--- config.mk ---
export PLATFORM = sky130hd
export DESIGN_NAME = memory_access_stage
export DESIGN_NICKNAME = d
export VERILOG_FILES = /design/src/rtl/cpu_mem_pkg.sv /design/src/rtl/mem_timeout_counter.sv /design/src/rtl/memory_access_stage.sv
export SDC_FILE = /design/constraint.sdc
export NUM_CORES = 1
export LEC_CHECK = 0
export ABC_AREA = 1
export ABC_CLOCK_PERIOD_IN_PS = 1300
export CORE_ASPECT_RATIO = 1.4
export CORE_MARGIN = 1.5
export CORE_UTILIZATION = 39
export CTS_BUF_LIST = sky130_fd_sc_hd__clkbuf_16
export DETAILED_ROUTE_END_ITERATION = 8
export HOLD_SLACK_MARGIN = 0.03
export PLACE_DENSITY = 0.74
export SYNTH_ARGS = -nofsm -noshare
export SYNTH_HDL_FRONTEND = slang
export SYNTH_SLANG_ARGS = --single-unit
--- constraint.sdc ---
create_clock -name clk -period 1.3 [get_ports clk]
set_input_delay 0.195 -clock clk [delete_from_list [all_inputs] [get_ports clk]]
set_output_delay 0.195 -clock clk [all_outputs]
set_load 0.02 [all_outputs]
--- src/rtl/cpu_mem_pkg.sv ---
// Shared encodings and types for the Memory stage of the 16-bit CPU pipeline.
// Keeps memory-mode decoding in one place so every consumer classifies identically.
package cpu_mem_pkg;

  localparam logic [1:0] MM_NONE = 2'b00;
  localparam logic [1:0] MM_LOAD = 2'b01;

  localparam int TIMEOUT_DEFAULT = 64;

  typedef enum logic {
    IDLE,
    ACCESS
  } mem_state_t;

  typedef enum logic [1:0] {
    ACC_NONE,
    ACC_LOAD,
    ACC_STORE
  } access_kind_t;

  // Store enable outranks the memory mode; reserved modes behave like no access.
  function automatic access_kind_t classify_access(input logic       valid,
                                                   input logic       wm,
                                                   input logic [1:0] mm);
    access_kind_t kind;
    kind = ACC_NONE;
    if (valid) begin
      if (wm)                kind = ACC_STORE;
      else if (mm == MM_LOAD) kind = ACC_LOAD;
    end
    return kind;
  endfunction

endpackage

--- src/rtl/mem_timeout_counter.sv ---
// Cycle counter for an outstanding memory access; flags the last permitted cycle.
// Clear dominates enable so the count always starts from zero on a new access.
module mem_timeout_counter
  import cpu_mem_pkg::*;
#(
  parameter int TIMEOUT = TIMEOUT_DEFAULT
) (
  input  logic clk,
  input  logic rst,
  input  logic clear,
  input  logic enable,
  output logic expired
);

  localparam int CNT_W = $clog2(TIMEOUT);
  localparam logic [CNT_W-1:0] LAST = CNT_W'(TIMEOUT - 1);

  logic [CNT_W-1:0] count_q;

  // NOTE: state is updated with non-blocking assignments so every flop samples pre-edge values.
  always_ff @(posedge clk) begin
    if (rst)         count_q <= '0;
    else if (clear)  count_q <= '0;
    else if (enable) count_q <= count_q + CNT_W'(1);
  end

  assign expired = enable && (count_q == LAST);

endmodule

--- src/rtl/memory_access_stage.sv ---
// Memory stage: issues one request/acknowledge access per load or store, stalls
// upstream while it is outstanding, and registers results for the writeback register.
module memory_access_stage
  import cpu_mem_pkg::*;
#(
  parameter int DATA_W  = 16,
  parameter int REG_W   = 4,
  parameter int TIMEOUT = TIMEOUT_DEFAULT
) (
  input  logic              clk,
  input  logic              rst,
  input  logic              ex_valid_in,
  input  logic              wbs_in,
  input  logic [1:0]        mm_in,
  input  logic              wm_in,
  input  logic              reg_write_in,
  input  logic [DATA_W-1:0] alu_result_in,
  input  logic [DATA_W-1:0] mem_data_in,
  input  logic [REG_W-1:0]  reg_dest_in,
  output logic              stall_o,
  output logic              mem_req_o,
  output logic              mem_we_o,
  output logic [DATA_W-1:0] mem_addr_o,
  output logic [DATA_W-1:0] mem_wdata_o,
  input  logic [DATA_W-1:0] mem_rdata_i,
  input  logic              mem_ack_i,
  output logic              wb_valid_o,
  output logic [DATA_W-1:0] wb_data_o,
  output logic [REG_W-1:0]  wb_reg_dest_o,
  output logic              wb_reg_write_o,
  output logic              wb_wbs_o,
  output logic              mem_err_o
);

  mem_state_t   state_q;
  access_kind_t kind;

  logic [DATA_W-1:0] addr_q;
  logic [DATA_W-1:0] wdata_q;
  logic              we_q;
  logic [REG_W-1:0]  dest_q;
  logic              reg_write_q;
  logic              wbs_q;

  logic in_access;
  logic expired;
  logic done;
  logic timed_out;

  assign kind      = classify_access(ex_valid_in, wm_in, mm_in);
  assign in_access = (state_q == ACCESS);

  // A timeout completes the access like an ack; a real ack in the same cycle wins.
  assign done      = in_access && (mem_ack_i || expired);
  assign timed_out = in_access && expired && !mem_ack_i;

  mem_timeout_counter #(
    .TIMEOUT (TIMEOUT)
  ) u_timeout (
    .clk     (clk),
    .rst     (rst),
    .clear   (!in_access),
    .enable  (in_access),
    .expired (expired)
  );

  // NOTE: every signal driven here gets a default first so no latch is inferred.
  always_comb begin
    stall_o = 1'b0;
    if (!rst) begin
      if (in_access) stall_o = !done;
      else           stall_o = (kind != ACC_NONE);
    end
  end

  assign mem_req_o   = in_access;
  assign mem_we_o    = we_q;
  assign mem_addr_o  = addr_q;
  assign mem_wdata_o = wdata_q;

  always_ff @(posedge clk) begin
    if (rst) begin
      state_q        <= IDLE;
      addr_q         <= '0;
      wdata_q        <= '0;
      we_q           <= 1'b0;
      dest_q         <= '0;
      reg_write_q    <= 1'b0;
      wbs_q          <= 1'b0;
      wb_valid_o     <= 1'b0;
      wb_data_o      <= '0;
      wb_reg_dest_o  <= '0;
      wb_reg_write_o <= 1'b0;
      wb_wbs_o       <= 1'b0;
      mem_err_o      <= 1'b0;
    end else begin
      wb_valid_o <= 1'b0;
      case (state_q)
        IDLE: begin
          if (kind == ACC_NONE) begin
            if (ex_valid_in) begin
              wb_valid_o     <= 1'b1;
              wb_data_o      <= alu_result_in;
              wb_reg_dest_o  <= reg_dest_in;
              wb_reg_write_o <= reg_write_in;
              wb_wbs_o       <= wbs_in;
            end
          end else begin
            state_q     <= ACCESS;
            addr_q      <= alu_result_in;
            wdata_q     <= mem_data_in;
            we_q        <= (kind == ACC_STORE);
            dest_q      <= reg_dest_in;
            reg_write_q <= reg_write_in;
            wbs_q       <= wbs_in;
          end
        end
        ACCESS: begin
          if (done) begin
            state_q       <= IDLE;
            wb_valid_o    <= 1'b1;
            wb_reg_dest_o <= dest_q;
            wb_wbs_o      <= wbs_q;
            if (we_q) begin
              // Stores report their address so the writeback stage sees a defined value.
              wb_data_o      <= addr_q;
              wb_reg_write_o <= 1'b0;
            end else begin
              wb_data_o      <= timed_out ? '0 : mem_rdata_i;
              wb_reg_write_o <= reg_write_q;
            end
            if (timed_out) mem_err_o <= 1'b1;
          end
        end
        default: state_q <= IDLE;
      endcase
    end
  end

endmodule

-- After elaboration in Yosys (flattened, before gate mapping)
Index checks and enable logic that the tools add are counted.
W data, S select, Z words.
- mux-type cells: 31
- add/subtract/negate cells: 1
- eq/ne operators: 6
- reductions and logical operators: 13
- bitwise operators: 2
- operators with widths (cell ; count):
    $mux W16 ; 5
    $pmux W16 S2 ; 1
    $mux W1 ; 15
    $mux W4 ; 3
    $pmux W1 S2 ; 4
    $pmux W4 S2 ; 1
    $add A6 B1 Y6 const B ; 1
    $eq A6 B6 Y1 const B ; 1
    $reduce_and A3 Y1 ; 2
    $logic_and A1 B1 Y1 ; 4
    $mux W2 ; 2
    $ne A2 B2 Y1 const B ; 2
    $eq A2 B1 Y1 const B ; 1
    $eq A2 B2 Y1 const B ; 1
    $logic_not A1 Y1 ; 2
    $logic_not A2 Y1 ; 1
    $ne A2 B1 Y1 const B ; 1
    $not A1 Y1 ; 2
    $reduce_and A2 Y1 ; 1
    $reduce_bool A2 Y1 ; 1
    $reduce_or A2 Y1 ; 1
    $logic_or A1 B1 Y1 ; 1
- input port bits: 61
- register bits after elaboration: 70
- output and inout port bits: 59

-- Depth between registers and ports, before layout
- depth in word-level cells: 8
- mapped depth: 10
- mapped depth without buffers: 9

-- Cells and area by module
A second synthesis with hierarchy kept.
- cell total of the unflattened synthesis: 464
- area total of the unflattened synthesis: 3241.9 um^2
- by module, submodules not included (module ; area an instance (um^2) ; instances ; cells each):
    memory_access_stage ; 2966.6 ; 1 ; 427
    mem_timeout_counter ; 275.3 ; 1 ; 37

-- Worst setup path before layout
No wires, ideal clock.
- kind: reg2out
- start: register state_q, in the netlist mem_req_o
- end: output stall_o
- data arrival time: 1.383 ns
- cell stages (with the launch flop): 6
- setup slack: -0.278 ns
- path buffers: 2
- cells stage by stage: dfxtp_1 > buf_4 > nor2_1 > nand2_2 > clkbuf_1 > a21oi_1
- word-level cells in the longest chain between the ends: 6
- ends and longest elaborated chain (item ; line ; text):
    from (decl) ; memory_access_stage.sv:35 ; mem_state_t state_q;
    from (signal assigned) ; memory_access_stage.sv:83 ; state_q <= IDLE;
    from (signal assigned) ; memory_access_stage.sv:109 ; state_q <= ACCESS;
    from (signal assigned) ; memory_access_stage.sv:120 ; state_q <= IDLE;
    $logic_and A1 B1 Y1 ; mem_timeout_counter.sv:27 ; assign expired = enable && (count_q == LAST);
    $logic_or A1 B1 Y1 ; memory_access_stage.sv:54 ; assign done = in_access && (mem_ack_i || expired);
    $logic_and A1 B1 Y1 ; memory_access_stage.sv:54 ;
    $logic_not A1 Y1 ; memory_access_stage.sv:71 ; if (in_access) stall_o = !done;
    $mux W1 (*) ; memory_access_stage.sv:71 ;
    $mux W1 (*) ; memory_access_stage.sv:70 ; if (!rst) begin
    to (decl) ; memory_access_stage.sv:20 ; output logic stall_o,
Every way passes the cells marked *; elsewhere a longest branch is shown, timed or not.

-- Worst setup path after layout
- start: register u_timeout.count_q[1]
- end: register wb_data_o[8]
- word-level cells in the longest chain between the ends: 8
- ends and longest elaborated chain (item ; line ; text):
    from (decl) ; mem_timeout_counter.sv:18 ; logic [CNT_W-1:0] count_q;
    from (signal assigned) ; mem_timeout_counter.sv:24 ; else if (enable) count_q <= count_q + CNT_W'(1);
    $eq A6 B6 Y1 (*) ; mem_timeout_counter.sv:27 ;
    $logic_and A1 B1 Y1 (*) ; mem_timeout_counter.sv:27 ;
    $logic_and A1 B1 Y1 (2 in series) ; memory_access_stage.sv:55 ; assign timed_out = in_access && expired && !mem_ack_i;
    $mux W16 ; memory_access_stage.sv:129 ; wb_data_o <= timed_out ? '0 : mem_rdata_i;
    $mux W16 ; memory_access_stage.sv:124 ; if (we_q) begin
    $mux W16 ; memory_access_stage.sv:119 ; if (done) begin
    $pmux W16 S2 ; memory_access_stage.sv:98 ; case (state_q)
    to (signal assigned) ; memory_access_stage.sv:103 ; wb_data_o <= alu_result_in;
    to (signal assigned) ; memory_access_stage.sv:126 ; wb_data_o <= addr_q;
    to (signal assigned) ; memory_access_stage.sv:129 ;
    to (decl) ; memory_access_stage.sv:28 ; output logic [DATA_W-1:0] wb_data_o,
Every way passes the cells marked *; elsewhere a longest branch is shown, timed or not. The select of a mux whose other input is x is not followed.
A chain may end at the register's enable or synchronous reset.

==> summary.md <==
| Metric | Value |
|---|---|
| Run status | `complete, but fails checks` |
| Violations in the final reports | `setup timing` |
| Number of instances in the synthesized netlist | `453` |
| Cell type group with the largest total delay on the critical path | `simple AND/OR/NAND/NOR gates` |
| Average via count per standard cell | `4.910` |
| Non-Filler Cell Area, Final | `5210 sq um` |
| Overall global routing resource usage | `22.99%` |
| Clk pin slew, worst setup/hold paths | `0.06 ns` |
| Type of the setup path with the least slack | `reg2reg` |
| Overflow left after global routing | `0` |
| Fmax | `647.0 MHz` |
| Number of antenna cells inserted | `0` |
| Pre-CTS setup slack | `-0.5837 ns` |
| Type of origin of the critical path | `flip-flop` |
| Number of placed cells counting well taps | `671` |
| Source-to-sink clock delay at the later pin of the worst-skew pair | `0.33 ns` |
| Nets | `657` |
| Multi-input gate area in the final layout | `1658 sq um` |
| Crit end category | `flip-flop` |
| Cell-by-cell listing of the critical path | `ha_4, nand2_4, nor2_4, nand2_2, nand2_4, buf_6, nand2_8, clkbuf_16, nor2_2, nand2_1, a21oi_2` |
| Number of buffers added by the clock tree synthesis step | `9` |
| Number of top-level design ports | `120` |
| Worst hold path type | `in2reg` |
| Pin count of the biggest net entering global routing | `35` |
| Maximum root-to-sink buffer count | `2` |
| Die ar. | `8392 sq um` |
| RSZ-0062 raised after global routing | `true` |
| Max FO, Critical Path | `7` |
| Post-Synthesis Mean Instance Area | `6.753 sq um` |
| Routed WL per cell | `14.18 um` |
| Fillcell total | `658` |
| Worst path setup slack after routing | `-0.2456 ns` |
| Mapped Area | `3059 sq um` |
| Master cell of the clock root buffer | `sky130_fd_sc_hd__clkbuf_16` |
| Arrival time at the worst endpoint | `1.81 ns` |
| Detailed-router iteration count before antenna repair | `4` |
| Worst path most repeated cell | `sky130_fd_sc_hd__nand2_4` |
| Share of final-layout standard cells stronger than drive strength 1 | `21.54%` |
| CTS H-tree lvls | `3` |
| Buf+Inv Stages, Crit Path | `2` |
| Via count | `3432` |
| Number of warning messages in the yosys log | `0` |
| Cell Pwr Density | `1156 nW/um^2` |
| Final worst hold slack | `0.4246 ns` |
| Clock tree from TritonCTS | `built` |
| Number of buffers inserted by hold repair at cts | `0` |
| Leakage power | `2.411 nW` |
| Final Cycle Share | `118.9%` |
| Cell with the largest stage delay on the worst path | `sky130_fd_sc_hd__dfxtp_2` |
| Dpl hpwl | `6.095 mm` |
| Row Count | `38` |
| I/O Buffers | `119` |
| Detailed Route Iter0 Violations | `127` |
| Final hold violation count | `0` |
| Total of max-cap violations | `0` |
| Slew at the pin closest to its max-slew limit | `0.2965 ns` |
| Wire length of the first global-routing pass | `15.03 mm` |
| Worst Path Required | `1.56 ns` |
| # DRC | `0` |
| Number of unique standard cell types used by synthesis | `21` |
| Layout-stage area growth over the synthesis result | `70.31%` |
| Initial antenna violation count | `0` |
| Setup Viol. Count Final | `24` |
| Die boundary width | `77.85 um` |
| Reg area | `1408 sq um` |
| Flop and latch count out of synthesis | `70` |
| Final setup skew | `0.008679 ns` |
| Count of final max-slew check failures | `0` |
| Worst voltage drop across the vdd grid | `0.6747 mV` |
| GPL Wtd Cong | `0.7958` |
| Slew Limit Headroom | `80.23%` |
| Placed instance area | `4556 sq um` |
| Highest cell delay on the worst timing path | `0.35 ns` |
| Register area share after synthesis | `45.81%` |
| Number of standard cells in the layout, taps in and fillers out | `699` |
| Total design power | `6.020 mW` |
| Initial Util | `39.96%` |
| Core outline area | `7655 sq um` |
| Via count of the first global-routing pass | `3259` |
| Number of sinks handled by clock tree synthesis | `70` |
| Die Ht | `107.8 um` |
| Total wirelength of the detailed-routed design | `9.915 mm` |
| Syn Nets | `515` |
| Post-route minimum period | `1.546 ns` |
| Routed Antenna Nets | `0` |
-- cell usage after synthesis (all sizes together) --
master / number / area [sq um]
a21oi: 46 / 234.0
and3: 1 / 6.260
buf: 12 / 80.07
clkbuf: 16 / 60.06
clkinv: 1 / 3.750
dfxtp: 70 / 1401
ha: 1 / 12.51
inv: 31 / 116.4
nand2: 88 / 337.8
nand3: 2 / 10.01
nand3b: 1 / 11.26
nor2: 134 / 535.5
nor3: 1 / 5.000
o21ai: 49 / 245.2
-- cell families after synthesis --
logic type               count (synthesis)  synth area share [%]
buffers and inverters                   60                 8.507
AND/OR/NAND/NOR                        227                 29.61
adder cells (fa/ha/maj)                  1                0.4089
flip-flops                              70                 45.81
AO/OA/AOI/OAI                           95                 15.66
-- registers in the layout, indices dropped and copies added, names as in the netlist --
name / cells
wbs_q: 1
mem_addr_o: 16
wb_reg_write_o: 1
dest_q: 4
mem_we_o: 1
mem_wdata_o: 16
wb_reg_dest_o: 4
mem_err_o: 1
wb_wbs_o: 1
reg_write_q: 1
u_timeout.count_q: 6
wb_data_o: 16
mem_req_o: 1
wb_valid_o: 1
-- tightest hold or removal path, stage by stage --
cell and delay, ns:
sky130_fd_sc_hd__clkdlybuf4s50_1 0.39, sky130_fd_sc_hd__inv_1 0.06, sky130_fd_sc_hd__a21oi_1 0.05
-- final timing paths --
| path | depth (start not counted) | slack, ns | end | startpoint |
|---|---|---|---|---|
| worst max-delay path | 11 | -0.25 | wb_data_o[8]$_SDFFE_PP0P_ | u_timeout.count_q[1]$_SDFF_PP0_ |
| worst min-delay path | 3 | 0.42 | reg_write_q$_SDFFE_PP0P_ | reg_write_in |
| worst max register to register | 11 | -0.25 | wb_data_o[8]$_SDFFE_PP0P_ | u_timeout.count_q[1]$_SDFF_PP0_ |
| worst min register to register | 2 | 0.46 | mem_err_o$_SDFFE_PP0P_ | mem_err_o$_SDFFE_PP0P_ |
-- what timing repair did --
action | 4_1_cts | 5_1_grt
pin swaps | 7 | 8
cloned | 4 | 2
resized for setup | 100 | 81
setup endpoints to repair | 120 | 66
endpoints found under the hold margin | 0 | 0
setup buffers | 4 | 4
-- placed cells by master (no fill, tap or decap), drive strengths merged --
master,synthesis,routed
nor2,134,134
inv,31,34
nand3b,1,1
nand3,2,2
clkbuf,16,11
o21ai,49,49
dfxtp,70,70
a21oi,46,46
ha,1,1
and3,1,1
nor3,1,1
clkinv,1,4
clkdlybuf4s50,0,60
nand2,88,88
dlygate4sd2,0,56
buf,12,40
clkdlybuf4s15,0,1
-- through the flow --
stage                     setup TNS [ns]  utilization (%)
after detailed placement          -25.38            59.51
after global routing              -6.470            68.06
after CTS                         -4.176            65.00
after global placement            -22.52            59.51
final                             -4.930            68.06
after floorplan                  -0.6886                -
-- where the power goes --
group,switching [mW],internal [mW]
Sequential,0.101,2.31
Combinational,0.805,0.700
Clock,0.860,1.24
Total,1.77,4.25
-- layout make-up --
class / instances / share of cell area [%]
well taps: 100 / 2.402
clock inverters: 6 / 0.4803
inverters: 32 / 2.642
repair buffers: 159 / 31.32
clock buffers: 9 / 4.323
flip-flops and latches: 70 / 27.02
multi-input cells: 323 / 31.82
-- layer usage --
layer | global-route usage [%] | part of all wire (%) | wire, um | up-vias
met5 | 0 | 0 | 0 | -
met4 | 12.99 | 3.2 | 320 | 0
met3 | 5.085 | 5.0 | 498 | 31
met2 | 41.49 | 53 | 5279 | 112
met1 | 24.28 | 38 | 3816 | 1585
li1 | - | - | - | 1704
Note: power is estimated with default switching activity, not from simulation.
